### src/rtl/pipe_rca.sv
// Pipelined N-bit ripple-carry adder/subtractor: the carry chain is cut into STAGES
// chunks of W bits, one register stage per chunk, with a lockstep valid/ready pipeline.
module pipe_rca #(
   parameter int N      = 16,
   parameter int STAGES = 4
) (
   input  logic         clk,
   input  logic         rst_n,
   input  logic         in_valid,
   output logic         in_ready,
   input  logic [N-1:0] num1,
   input  logic [N-1:0] num2,
   input  logic         cin,
   input  logic         sub,
   output logic         out_valid,
   input  logic         out_ready,
   output logic [N-1:0] sum,
   output logic         cout,
   output logic         ovf
);
   localparam int W = N / STAGES;

   // Stage-input bundles: entry 0 is the port side, entry k>0 is stage k-1's register.
   // Operand words are shifted right by W per stage, so a stage always adds bits [W-1:0].
   logic         v_p [STAGES];
   logic         c_p [STAGES];
   logic [N-1:0] a_p [STAGES];
   logic [N-1:0] b_p [STAGES];
   logic [N-1:0] s_p [STAGES];

   logic         en;
   logic         out_valid_q;
   logic [N-1:0] sum_q;
   logic         cout_q;
   logic         ovf_q;

   assign en       = !out_valid_q || out_ready;
   assign in_ready = en;

   assign v_p[0] = in_valid;
   assign c_p[0] = sub ? 1'b1 : cin;
   assign a_p[0] = num1;
   assign b_p[0] = sub ? ~num2 : num2;
   assign s_p[0] = '0;

   genvar gi;
   generate
      for (gi = 0; gi < STAGES; gi++) begin : g_stage
         logic [W:0]   add_w;
         logic [N-1:0] s_d;

         assign add_w = {1'b0, a_p[gi][W-1:0]} + {1'b0, b_p[gi][W-1:0]} + {{W{1'b0}}, c_p[gi]};
         assign s_d   = s_p[gi] | (N'(add_w[W-1:0]) << (gi * W));

         if (gi < STAGES - 1) begin : g_mid
            logic         v_q;
            logic         c_q;
            logic [N-1:0] a_q;
            logic [N-1:0] b_q;
            logic [N-1:0] s_q;

            always_ff @(posedge clk or negedge rst_n) begin
               if (!rst_n) begin
                  v_q <= 1'b0;
                  c_q <= 1'b0;
                  a_q <= '0;
                  b_q <= '0;
                  s_q <= '0;
               end else if (en) begin
                  v_q <= v_p[gi];
                  c_q <= add_w[W];
                  a_q <= a_p[gi] >> W;
                  b_q <= b_p[gi] >> W;
                  s_q <= s_d;
               end
            end

            assign v_p[gi+1] = v_q;
            assign c_p[gi+1] = c_q;
            assign a_p[gi+1] = a_q;
            assign b_p[gi+1] = b_q;
            assign s_p[gi+1] = s_q;
         end else begin : g_last
            // Carry into the MSB recovered from the MSB sum bit: s = a ^ b ^ c_in.
            logic carry_msb;
            logic ovf_d;

            assign carry_msb = a_p[gi][W-1] ^ b_p[gi][W-1] ^ add_w[W-1];
            assign ovf_d     = carry_msb ^ add_w[W];

            always_ff @(posedge clk or negedge rst_n) begin
               if (!rst_n) begin
                  out_valid_q <= 1'b0;
                  sum_q       <= '0;
                  cout_q      <= 1'b0;
                  ovf_q       <= 1'b0;
               end else if (en) begin
                  out_valid_q <= v_p[gi];
                  sum_q       <= s_d;
                  cout_q      <= add_w[W];
                  ovf_q       <= ovf_d;
               end
            end
         end
      end
   endgenerate

   assign out_valid = out_valid_q;
   assign sum       = sum_q;
   assign cout      = cout_q;
   assign ovf       = ovf_q;

endmodule

### config.mk
export PLATFORM = sky130hd
export DESIGN_NAME = pipe_rca
export DESIGN_NICKNAME = d
export VERILOG_FILES = /design/src/rtl/pipe_rca.sv
export SDC_FILE = /design/constraint.sdc
export NUM_CORES = 1
export LEC_CHECK = 0
export ABC_AREA = 1
export ABC_CLOCK_PERIOD_IN_PS = 4520
export CAP_MARGIN = 20
export CORE_ASPECT_RATIO = 0.75
export CORE_MARGIN = 10
export CORE_UTILIZATION = 55
export CTS_CLUSTER_DIAMETER = 80
export DETAILED_ROUTE_END_ITERATION = 8
export HOLD_SLACK_MARGIN = 0.15
export PLACE_DENSITY = 0.87
export SETUP_SLACK_MARGIN = 0.1
export SYNTH_ARGS = -nofsm -noshare
export SYNTH_HDL_FRONTEND = slang
export SYNTH_SLANG_ARGS = --single-unit
### constraint.sdc
create_clock -name clk -period 4.52 [get_ports clk]
set_clock_uncertainty 0.15 [all_clocks]
set_input_delay 0.452 -clock clk [delete_from_list [all_inputs] [get_ports clk]]
set_output_delay 0.452 -clock clk [all_outputs]
set_load 0.01 [all_outputs]
# Yosys cells after proc, flatten, opt, wreduce, memory -nomap -nowiden
# Index checks and enable logic that the tools add are counted.
# word_totals
regBits	109
in_bits	38
out_inout_bits	20
elab_cells	38
# classes
addsub	8
muxes	2
n_bitwise	7
n_reduce_logical	2
# ops
operator	n
adder 4 x 4 -> 5 bit	4
adder 5 x 1 -> 5 bit	4
two-way mux 16 bit	1
inverter 16 bit	1
OR 16 x 12 -> 16 bit	1
OR 16 bit	1
OR 4 x 8 -> 8 bit	1
XOR 1 bit	3
zero test 1 bit	1
logical OR 1 bit	1
two-way mux 1 bit	1

# Logic depth before layout (Yosys ltp)
# Gate-level depths: netlist of run 1.
# depth
ltp_word	4
mapped_depth	9
mapped_depth_nobuf	8

# Worst setup path before layout of run 1
# No wires, ideal clock.
# synth_path
path_type	input to register
from	in sub
to	reg g_stage[0].g_mid.c_q
setup_time_ns	0.126
t_arrival_ns	2.093
t_required_ns	4.244
setup_slack_ns	2.152
cell_stages	9
n_path_buf	2
path_cell_list	buf_6 > buf_8 > or2_2 > fa_1 > fa_1 > nand2_1 > inv_1 > o21ai_0 > a21oi_1
# synth_via
elab_chain_cells	3
word_cells_on_any_way	4
classes_between	add/sub: 2; mux: 2
# synth_lines
item	line	rtl
start, declared	14	input logic sub,
two-way mux 16 bit	43	assign b_p[0] = sub ? ~num2 : num2;
adder 4 x 4 -> 5 bit	52	assign add_w = {1'b0, a_p[gi][W-1:0]} + {1'b0, b_p[gi][W-1:0]} + {{W{1'b0}}, c_p[gi]};
adder 5 x 1 -> 5 bit *	52	
end signal, assigned	71	c_q <= add_w[W];
end, declared	57	logic c_q;
# Mark *: on every way between the ends. The rest lies on a longest branch, timed or not.
# A chain may end at the register's enable or synchronous reset.

# Final worst setup path of run 1
# layout_path
from	in out_ready
to	out in_ready
# layout_via
elab_chain_cells	1
# layout_lines
item	line	rtl
start, declared	16	input logic out_ready,
logical OR 1 bit	37	assign en = !out_valid_q || out_ready;
end, declared	10	output logic in_ready,
# Every way passes these cells.

==> results.sh, run 1 <==
export IMPL_status="completed"
export IMPL_synth_async_reset_ratio=1.00
export IMPL_synth_area_leaders="dfrtp_1 55%, nand2_1 16%, o21ai_0 5.1%"
export IMPL_fmax_ghz=0.378
export IMPL_dieHeight_um=97.4
export IMPL_fin_nets=581
export IMPL_syn_area_per_cell_sq_um=9.29
export IMPL_min_path_type="reg -> reg"
export IMPL_worstPathMaxFanout=32
export IMPL_synth_top_area_frac=0.553
export IMPL_globalplace_congestion=0.812
export IMPL_synthFlopType="dfrtp_1"
export IMPL_critical_path_required_ns=3.92
export IMPL_critical_path_top_delay_family="buffers and inverters"
export IMPL_crit_top_cell="clkdlybuf4s50_1"
export IMPL_grt_pass1_vias=3216
export IMPL_critPathCaptureType="output pin"
export IMPL_drt_initial_drc_count=301
export IMPL_start_util=0.560
export IMPL_wirelength_um=8840
export IMPL_fin_area_sq_um=5170
export IMPL_path_buf_inv=3
export IMPL_yosysUniqueCellTypes=23
export IMPL_cts_setup_buffers=0
export IMPL_core_area_sq_um=7850
export IMPL_drv_slew=0
export IMPL_synth_top_cell_by_area="dfrtp_1"
export IMPL_drv_cap=0
export IMPL_synth_ff_latch_count=97
export IMPL_rsz0062_at_grt="false"
export IMPL_via_per_inst=4.94
export IMPL_htreeDepth=3
export IMPL_cts_buffer_depth=2
export IMPL_cts_tree="built"
export IMPL_cts_resized=0
export IMPL_p_leak_nw=2.53
export IMPL_clkSinkCount=97
export IMPL_nFillCells=656
export IMPL_synth_cells=473
export IMPL_dp_hpwl_um=5740
export IMPL_cp_cell_sequence="clkdlybuf4s50_1 > nor2_4 > inv_2 > clkdlybuf4s50_1"
export IMPL_grt_pass1_wl_um=15500
export IMPL_final_seq_area_sq_um=2430
export IMPL_syn_area_sq_um=4390
export IMPL_firstDrtPassIters=4
export IMPL_slowest_delay_ns=0.64
export IMPL_hold_buffers=1
export IMPL_yosys_warnings=0
export IMPL_grt_ovfl_total=0
export IMPL_path_class="in -> out"
export IMPL_insertion_delay_ns=0.36
export IMPL_crit_path_start_kind="input pin"
export IMPL_yosysMostFrequentCell="nand2_1"
export IMPL_slew_headroom=0.364
export IMPL_numPortBuffers=57
export IMPL_numCtsBuffers=9
export IMPL_ant_nets=0
export IMPL_num_antenna_cells=0
export IMPL_critPathSlowestCell="clkdlybuf4s50_1"
export IMPL_worstMarginPinSlew_ns=0.953
export IMPL_die_width_um=123
export IMPL_area_growth_pct=17.8
export IMPL_drive_gt1_frac=0.0492
export IMPL_io_pins=58
export IMPL_via_count=3129
export IMPL_arrival_ns=2.05
export IMPL_wl_per_cell_um=14.0
export IMPL_multi_input_area_sq_um=1650
export IMPL_grt_max_degree=111
export IMPL_synth_edf_count=0
export IMPL_dieArea_sq_um=12000
export IMPL_power_density_nw_per_um2=665
export IMPL_place_area_sq_um=4920
export IMPL_period_share=0.586
export IMPL_drt_drc_violations_left=0
export IMPL_synthTopCellsByCount="192 x nand2_1, 97 x dfrtp_1, 45 x o21ai_0, 30 x inv_1, 14 x nand3_1"
export IMPL_setup_viol=0
export IMPL_track_usage=0.159
export IMPL_clk_pin_slew_worst_paths_ns=0.09
export IMPL_tns_ns=0
export IMPL_synth_seq_area_share=0.553
export IMPL_root_buffer="clkbuf_8"
export IMPL_vdd_ir_drop_max_mv=0.271
export IMPL_hold_violations=0
export IMPL_rows=28
export IMPL_synth_nets=531
export IMPL_antenna_found_initial=0
export IMPL_final_min_clock_period_ns=2.65
==> metrics by stage <==
stage / power [mW] / cells / hold WS [ns] / utilization / setup slack [ns]
after detailed placement: 2.76 / 616 / 0.302 / 0.627 / 1.67
after CTS: 3.47 / 633 / 0.326 / 0.659 / 1.88
after global routing: 3.74 / 633 / 0.345 / 0.659 / 1.79
final: 3.44 / 633 / 0.318 / 0.659 / 1.87
after global placement: 2.67 / 616 / 0.299 / 0.627 / 1.74
after floorplan: 2.35 / 473 / 0.00641 / - / 2.15
==> sequential cells by signal, indices dropped and copies added (netlist names) <==
| signal | count |
|---|---|
| ovf | 1 |
| g_stage.g_mid.c_q | 3 |
| g_stage.g_mid.s_q | 24 |
| cout | 1 |
| g_stage.g_mid.a_q | 24 |
| sum | 16 |
| g_stage.g_mid.v_q | 3 |
| out_valid | 1 |
| g_stage.g_mid.b_q | 24 |
==> per-layer routing <==
layer  vias to the layer above  wire length, um  GRT usage
li1                       1569                -          -
met1                      1473             4030      0.207
met2                        73             4090      0.240
met3                        14              579     0.0592
met4                         0              143     0.0492
met5                         -                0          0
==> cell families (layout without fill, tap and decap cells) <==
family	count (synthesis)	in the layout	share of synthesized area
AO/OA/AOI/OAI	62	62	0.0726
XOR/XNOR	16	16	0.0319
adder cells (fa/ha/maj)	20	20	0.0706
buffers and inverters	54	109	0.0726
flip-flops	97	97	0.553
AND/OR/NAND/NOR	224	224	0.200
==> path summary, 6_finish.rpt <==
kind,from,endpoint,slack (ns),depth (start not counted)
min in group asynchronous,rst_n,g_stage[0].g_mid.c_q,0.55,2
worst max register to register,g_stage[2].g_mid.b_q[0],ovf,2.51,8
worst max-delay path,out_ready,in_ready,1.87,4
worst min-delay path,g_stage[1].g_mid.a_q[7],g_stage[2].g_mid.a_q[3],0.32,2
worst min register to register,g_stage[1].g_mid.a_q[7],g_stage[2].g_mid.a_q[3],0.32,2
max in group asynchronous,rst_n,g_stage[2].g_mid.s_q[10],2.72,3
==> layout make-up <==
type,count,share of cell area
Clock buffer,11,0.0273
Clock inverter,5,0.0198
Inverter,31,0.0225
Multi-Input combinational cell,322,0.318
Sequential cell,97,0.469
Tap cell,105,0.0254
Timing Repair Buffer,62,0.118
==> placed cells by master, fill, tap and decap left out, drive strengths merged, types with 2 or more instances in the layout <==
cell type / count
o31ai: 2
ha: 12
or2: 3
buf: 5
o21ai: 54
nand3: 14
nor2: 14
clkbuf: 11
inv: 31
a21oi: 6
nand2: 192
dfrtp: 97
clkdlybuf4s50: 56
fa: 8
xor2: 4
xnor2: 12
bufinv: 3
==> worst min-delay path: cells and delay by family, from the launching register on <==
kind / cells / cell delay (ns)
DFF: 1 / 0.35
and+or+nand+nor: 2 / 0.09
==> power breakdown <==
group          switching [mW]  leakage, nW  internal [mW]  total (mW)
combinational           0.741         1.24          0.559        1.30
sequential              0.220         1.17           1.25        1.47
clock                   0.289        0.120          0.382       0.671
(Power assumes the default switching activity.)
==> run 2, diff against run 1 <==
--- a/config.mk
+++ b/config.mk
@@ -6,15 +6,15 @@
 export NUM_CORES = 1
 export LEC_CHECK = 0
 export ABC_AREA = 1
-export ABC_CLOCK_PERIOD_IN_PS = 4520
+export ABC_CLOCK_PERIOD_IN_PS = 2290
 export CAP_MARGIN = 20
 export CORE_ASPECT_RATIO = 0.75
 export CORE_MARGIN = 10
-export CORE_UTILIZATION = 55
+export CORE_UTILIZATION = 50
 export CTS_CLUSTER_DIAMETER = 80
 export DETAILED_ROUTE_END_ITERATION = 8
 export HOLD_SLACK_MARGIN = 0.15
-export PLACE_DENSITY = 0.87
+export PLACE_DENSITY = 0.83
 export SETUP_SLACK_MARGIN = 0.1
 export SYNTH_ARGS = -nofsm -noshare
 export SYNTH_HDL_FRONTEND = slang
==> constraint.sdc (replaced) <==
create_clock -name clk -period 2.29 [get_ports clk]
set_clock_uncertainty 0.15 [all_clocks]
set_input_delay 0.229 -clock clk [delete_from_list [all_inputs] [get_ports clk]]
set_output_delay 0.229 -clock clk [all_outputs]
set_load 0.01 [all_outputs]
==> results.sh, run 2 (synthesis gave the netlist of run 1 again) <==
export IMPL_status="completed"
export IMPL_final_common_cell="nand2_1"
export IMPL_reg2reg_depth=8
export IMPL_rr_endpoint="ovf"
export IMPL_drv_slew=0
export IMPL_clkSinkCount=97
export IMPL_insertion_delay_ns=0.33
export IMPL_pwr_share_clk=0.196
export IMPL_critPathCaptureType="flop"
export IMPL_numPortBuffers=57
export IMPL_slowest_delay_ns=0.43
export IMPL_clk_pin_slew_worst_paths_ns=0.06
export IMPL_cts_setup_buffers=0
export IMPL_rsz0062_at_grt="false"
export IMPL_ant_nets=0
export IMPL_dieHeight_um=101
export IMPL_numCtsBuffers=9
export IMPL_tns_ns=0
export IMPL_p_total_mw=6.78
export IMPL_drt_initial_drc_count=325
export IMPL_crit_cells=8
export IMPL_arrival_ns=2.08
export IMPL_via_count=3097
export IMPL_switching_share=0.362
export IMPL_path_class="in -> reg"
export IMPL_pre_cts_ws_ns=-0.278
export IMPL_critPathSlowestCell="fa_1"
export IMPL_r2r_start="g_stage[2].g_mid.b_q[0]"
export IMPL_p_int_mw=4.33
export IMPL_num_antenna_cells=0
export IMPL_rrSetupSlack_ns=0.30
export IMPL_via_per_inst=4.88
export IMPL_grt_pass1_vias=3097
export IMPL_rows=29
export IMPL_critical_path_required_ns=2.36
export IMPL_dieArea_sq_um=13000
export IMPL_drv_cap=0
export IMPL_final_cell_mix="192 x nand2_1, 97 x dfrtp_1, 55 x clkdlybuf4s50_1, 44 x o21ai_0, 30 x inv_1"
export IMPL_drt_drc_violations_left=0
export IMPL_worstPathMaxFanout=2
export IMPL_io_pins=58
export IMPL_crit_top_cell="fa_1"
export IMPL_fmax_ghz=0.496
export IMPL_seqPwrFrac=0.427
export IMPL_slew_headroom=0.618
export IMPL_globalplace_congestion=0.843
export IMPL_fin_nets=581
export IMPL_antenna_found_initial=0
export IMPL_worstMarginPinSlew_ns=0.573
export IMPL_track_usage=0.140
export IMPL_final_min_clock_period_ns=2.02
export IMPL_combPwrFrac=0.377
export IMPL_crit_path_start_kind="input pin"
export IMPL_p_leak_nw=2.55
export IMPL_wl_per_cell_um=13.5
export IMPL_fin_ws_ns=0.273
export IMPL_root_buffer="clkbuf_16"
export IMPL_setup_viol=0
export IMPL_reg_top3="g_stage.g_mid.a_q x24, g_stage.g_mid.b_q x24, g_stage.g_mid.s_q x24"
export IMPL_dp_hpwl_um=5780
export IMPL_cts_tree="built"
export IMPL_htreeDepth=3
export IMPL_grt_max_degree=111
export IMPL_core_area_sq_um=8530
export IMPL_grt_pass1_wl_um=15000
export IMPL_min_path_type="in -> async"
export IMPL_cp_cell_sequence="clkdlybuf4s50_1 > or2_2 > fa_1 > fa_1 > nand2_1 > inv_1 > o21ai_1 > a21oi_1"
export IMPL_nFillCells=701
export IMPL_die_width_um=128
export IMPL_wirelength_um=8540
export IMPL_p_switching_mw=2.45
export IMPL_period_share=0.881
export IMPL_cts_buffer_depth=2
export IMPL_crit_path_end="g_stage[0].g_mid.c_q"
export IMPL_drive_gt1_frac=0.0455
export IMPL_grt_ovfl_total=0
export IMPL_fin_util=0.614
export IMPL_timing_critical_path_from="cin"
export IMPL_path_buf_inv=2
export IMPL_power_density_nw_per_um2=1290
export IMPL_vdd_ir_drop_max_mv=0.589
export IMPL_critical_path_top_delay_family="adder cells"
export IMPL_firstDrtPassIters=4
export IMPL_hold_violations=0
export IMPL_start_util=0.515
export IMPL_area_growth_pct=19.2
==> run 2: repair_timing <==
action                                  CTS  global route
resized for setup                         1             1
endpoints found under the setup margin    1             1
hold buffers                              1             0
endpoints found under the hold margin    43             0
==> run 2: worst min-delay path by stage <==
stage | from | cells past startpoint | to
after floorplan | rst_n | 0 | cout
after global placement | rst_n | 1 | sum[1]
after detailed placement | rst_n | 1 | sum[1]
after CTS | num1[15] | 3 | g_stage[0].g_mid.a_q[11]
after global routing | num1[5] | 3 | g_stage[0].g_mid.a_q[1]
final | rst_n | 2 | sum[0]
==> run 2: layer usage <==
layer,track usage,vias up,wire length (um)
li1,-,1574,-
met1,0.197,1442,4230
met2,0.196,71,3620
met3,0.0506,10,592
met4,0.0432,0,97
met5,0,-,0
==> run 2: through the flow <==
stage | instances | hold slack [ns] | cell area, sq um
floorplan | 473 | -0.217 | 4390
CTS | 635 | 0.273 | 5240
global route | 635 | 0.277 | 5240
detailed placement | 619 | 0.117 | 4960
global placement | 619 | 0.107 | 4960
finish | 635 | 0.281 | 5240
==> run 2: area by class of cell <==
type / count / area, sq um / share of cell area
clock buffers: 11 / 233 / 0.0444
flip-flops and latches: 97 / 2430 / 0.463
clock inverters: 4 / 31.3 / 0.00597
multi-input cells: 322 / 1650 / 0.314
inverters: 31 / 116 / 0.0222
repair buffers: 62 / 648 / 0.124
well taps: 108 / 135 / 0.0258
==> run 2: power groups by stage <==
| stage | Combinational, mW | Sequential [mW] | Clock (mW) |
|---|---|---|---|
| floorplan | 1.75 | 2.90 | 0 |
| global placement | 2.44 | 2.89 | 0 |
| detailed placement | 2.56 | 2.92 | 0 |
| CTS | 2.59 | 2.90 | 1.37 |
| global route | 2.98 | 2.98 | 1.45 |
| finish | 2.56 | 2.90 | 1.33 |
==> run 2: worst reg2reg max path, stage by stage (launching register included) <==
cell	delay, ns
dfrtp_1	0.40
fa_1	0.48
fa_1	0.43
nand2_1	0.11
nand2_1	0.05
nand2_1	0.07
nand2_1	0.06
nand3_1	0.08
nand2_1	0.05
==> run 3, diff against run 2 <==
--- a/config.mk
+++ b/config.mk
@@ -10,11 +10,12 @@
 export CAP_MARGIN = 20
 export CORE_ASPECT_RATIO = 0.75
 export CORE_MARGIN = 10
-export CORE_UTILIZATION = 50
+export CORE_UTILIZATION = 55
 export CTS_CLUSTER_DIAMETER = 80
 export DETAILED_ROUTE_END_ITERATION = 8
+export DONT_BUFFER_PORTS = 1
 export HOLD_SLACK_MARGIN = 0.15
-export PLACE_DENSITY = 0.83
+export PLACE_DENSITY = 0.8
 export SETUP_SLACK_MARGIN = 0.1
 export SYNTH_ARGS = -nofsm -noshare
 export SYNTH_HDL_FRONTEND = slang
==> results.sh, run 3 (synthesis gave the netlist of run 1 again) <==
export IMPL_status="finished, violations left"
export IMPL_violations="hold timing"
export IMPL_wirelength_um=8720
export IMPL_dieHeight_um=97.4
export IMPL_p_switching_mw=2.36
export IMPL_firstDrtPassIters=4
export IMPL_via_count=3083
export IMPL_clkSinkCount=97
export IMPL_arrival_ns=2.21
export IMPL_tns_ns=0
export IMPL_numCtsBuffers=9
export IMPL_dieArea_sq_um=12000
export IMPL_grt_pass1_wl_um=15400
export IMPL_switching_share=0.363
export IMPL_pwr_share_clk=0.208
export IMPL_antenna_found_initial=0
export IMPL_start_util=0.560
export IMPL_drv_cap=0
export IMPL_worstPathMaxFanout=28
export IMPL_critPathCaptureType="flop"
export IMPL_grt_ovfl_total=0
export IMPL_final_cell_mix="192 x nand2_1, 97 x dfrtp_1, 45 x o21ai_0, 45 x dlygate4sd3_1, 30 x inv_1"
export IMPL_ant_nets=0
export IMPL_worstMarginPinSlew_ns=0.429
export IMPL_fin_nets=568
export IMPL_io_pins=58
export IMPL_wl_per_cell_um=14.1
export IMPL_grt_pass1_vias=3211
export IMPL_cts_tree="built"
export IMPL_clk_pin_slew_worst_paths_ns=0.09
export IMPL_hold_buffers=45
export IMPL_core_area_sq_um=7850
export IMPL_drt_initial_drc_count=273
export IMPL_area_growth_pct=15.9
export IMPL_numPortBuffers=0
export IMPL_final_min_clock_period_ns=2.06
export IMPL_htreeDepth=3
export IMPL_hold_violations=97
export IMPL_rows=28
export IMPL_root_buffer="clkbuf_8"
export IMPL_globalplace_congestion=0.853
export IMPL_cts_buffer_depth=2
export IMPL_critical_path_required_ns=2.45
export IMPL_path_class="reg -> reg"
export IMPL_via_per_inst=4.97
export IMPL_p_leak_nw=2.52
export IMPL_rsz0062_at_grt="false"
export IMPL_drt_drc_violations_left=0
export IMPL_crit_path_start_kind="flop"
export IMPL_nFillCells=643
export IMPL_track_usage=0.157
export IMPL_min_path_type="in -> async"
export IMPL_final_common_cell="nand2_1"
export IMPL_grt_max_degree=111
export IMPL_power_density_nw_per_um2=1280
export IMPL_reg2reg_depth=7
export IMPL_period_share=0.898
export IMPL_reg_top3="g_stage.g_mid.a_q x24, g_stage.g_mid.b_q x24, g_stage.g_mid.s_q x24"
export IMPL_drv_slew=0
export IMPL_slew_headroom=0.713
export IMPL_die_width_um=123
export IMPL_fmax_ghz=0.486
export IMPL_insertion_delay_ns=0.37
export IMPL_num_antenna_cells=0
export IMPL_drive_gt1_frac=0.0485
export IMPL_fin_area_sq_um=5090
export IMPL_setup_viol=0
export IMPL_vdd_ir_drop_max_mv=0.533
export IMPL_combPwrFrac=0.329
export IMPL_hold_ws_ns=-0.602
export IMPL_place_area_sq_um=4390
export IMPL_dp_hpwl_um=5580
export IMPL_p_int_mw=4.14
export IMPL_p_total_mw=6.50
export IMPL_seqPwrFrac=0.462
-- run 3: changes by cell type in the layout (fill, tap and decap cells not counted), sizes merged --
cell | before | now
clkdlybuf4s50 | 55 | 0
dlygate4sd3 | 1 | 45
bufinv | 0 | 3
clkinvlp | 3 | 0
buf | 5 | 4
clkbuf | 11 | 12
dlymetal6s2s | 1 | 0
-- run 3: timing repair --
action / 4_1_cts / 5_1_grt
endpoints found under the hold margin: 135 / 97
buffers inserted: 0 / 0
resized for setup: 0 / 0
-- run 3: metal layers --
| metal | GRT usage | up-vias | wire length (um) |
|---|---|---|---|
| met5 | 0 | - | 0 |
| met4 | 0.0402 | 0 | 104 |
| met3 | 0.0569 | 10 | 574 |
| met2 | 0.244 | 78 | 4060 |
| met1 | 0.202 | 1446 | 3980 |
| li1 | - | 1549 | - |
-- run 3: cell type report --
class	count	area [sq um]	area share
Multi-Input combinational cell	322	1650	0.323
Clock inverter	4	98.8	0.0194
Timing Repair Buffer	49	518	0.102
Clock buffer	12	155	0.0305
Tap cell	105	131	0.0258
Sequential cell	97	2430	0.477
Inverter	31	116	0.0228
-- run 3: final timing paths --
path | startpoint | endpoint | slack [ns]
min in group clk | num2[3] | g_stage[0].g_mid.s_q[3] | 0.20
setup / recovery | out_valid | g_stage[0].g_mid.a_q[0] | 0.23
setup reg to reg | out_valid | g_stage[0].g_mid.a_q[0] | 0.23
hold / removal | rst_n | g_stage[0].g_mid.s_q[3] | -0.60
hold reg to reg | g_stage[1].g_mid.s_q[1] | g_stage[2].g_mid.s_q[1] | 0.33
max in group asynchronous | rst_n | sum[12] | 2.45
-- run 3: through the flow --
| step | hold WS (ns) | setup slack [ns] | std cells | util |
|---|---|---|---|---|
| after floorplan | -0.217 | 0.145 | 473 | - |
| after global placement | -0.214 | 0.374 | 559 | 0.559 |
| after detailed placement | -0.214 | 0.296 | 559 | 0.559 |
| after CTS | -0.621 | 0.261 | 620 | 0.649 |
| after global routing | -0.627 | 0.129 | 620 | 0.649 |
| final | -0.602 | 0.233 | 620 | 0.649 |
-- run 3: critical path, cell delays in order (launching register included) --
cell           delay (ns)
dfrtp_1              0.43
inv_1                0.11
nor2_4               0.05
inv_2                0.32
buf_12               0.24
nand2_1              0.07
nand2_1              0.06
dlygate4sd3_1        0.55
-- run 3: power groups by stage --
stage	clock network (mW)	registers [mW]	logic, mW
floorplan	0	2.90	1.75
global placement	0	3.02	1.93
detailed placement	0	3.05	2.05
CTS	1.38	3.02	2.14
global route	1.45	3.11	2.56
finish	1.35	3.01	2.14
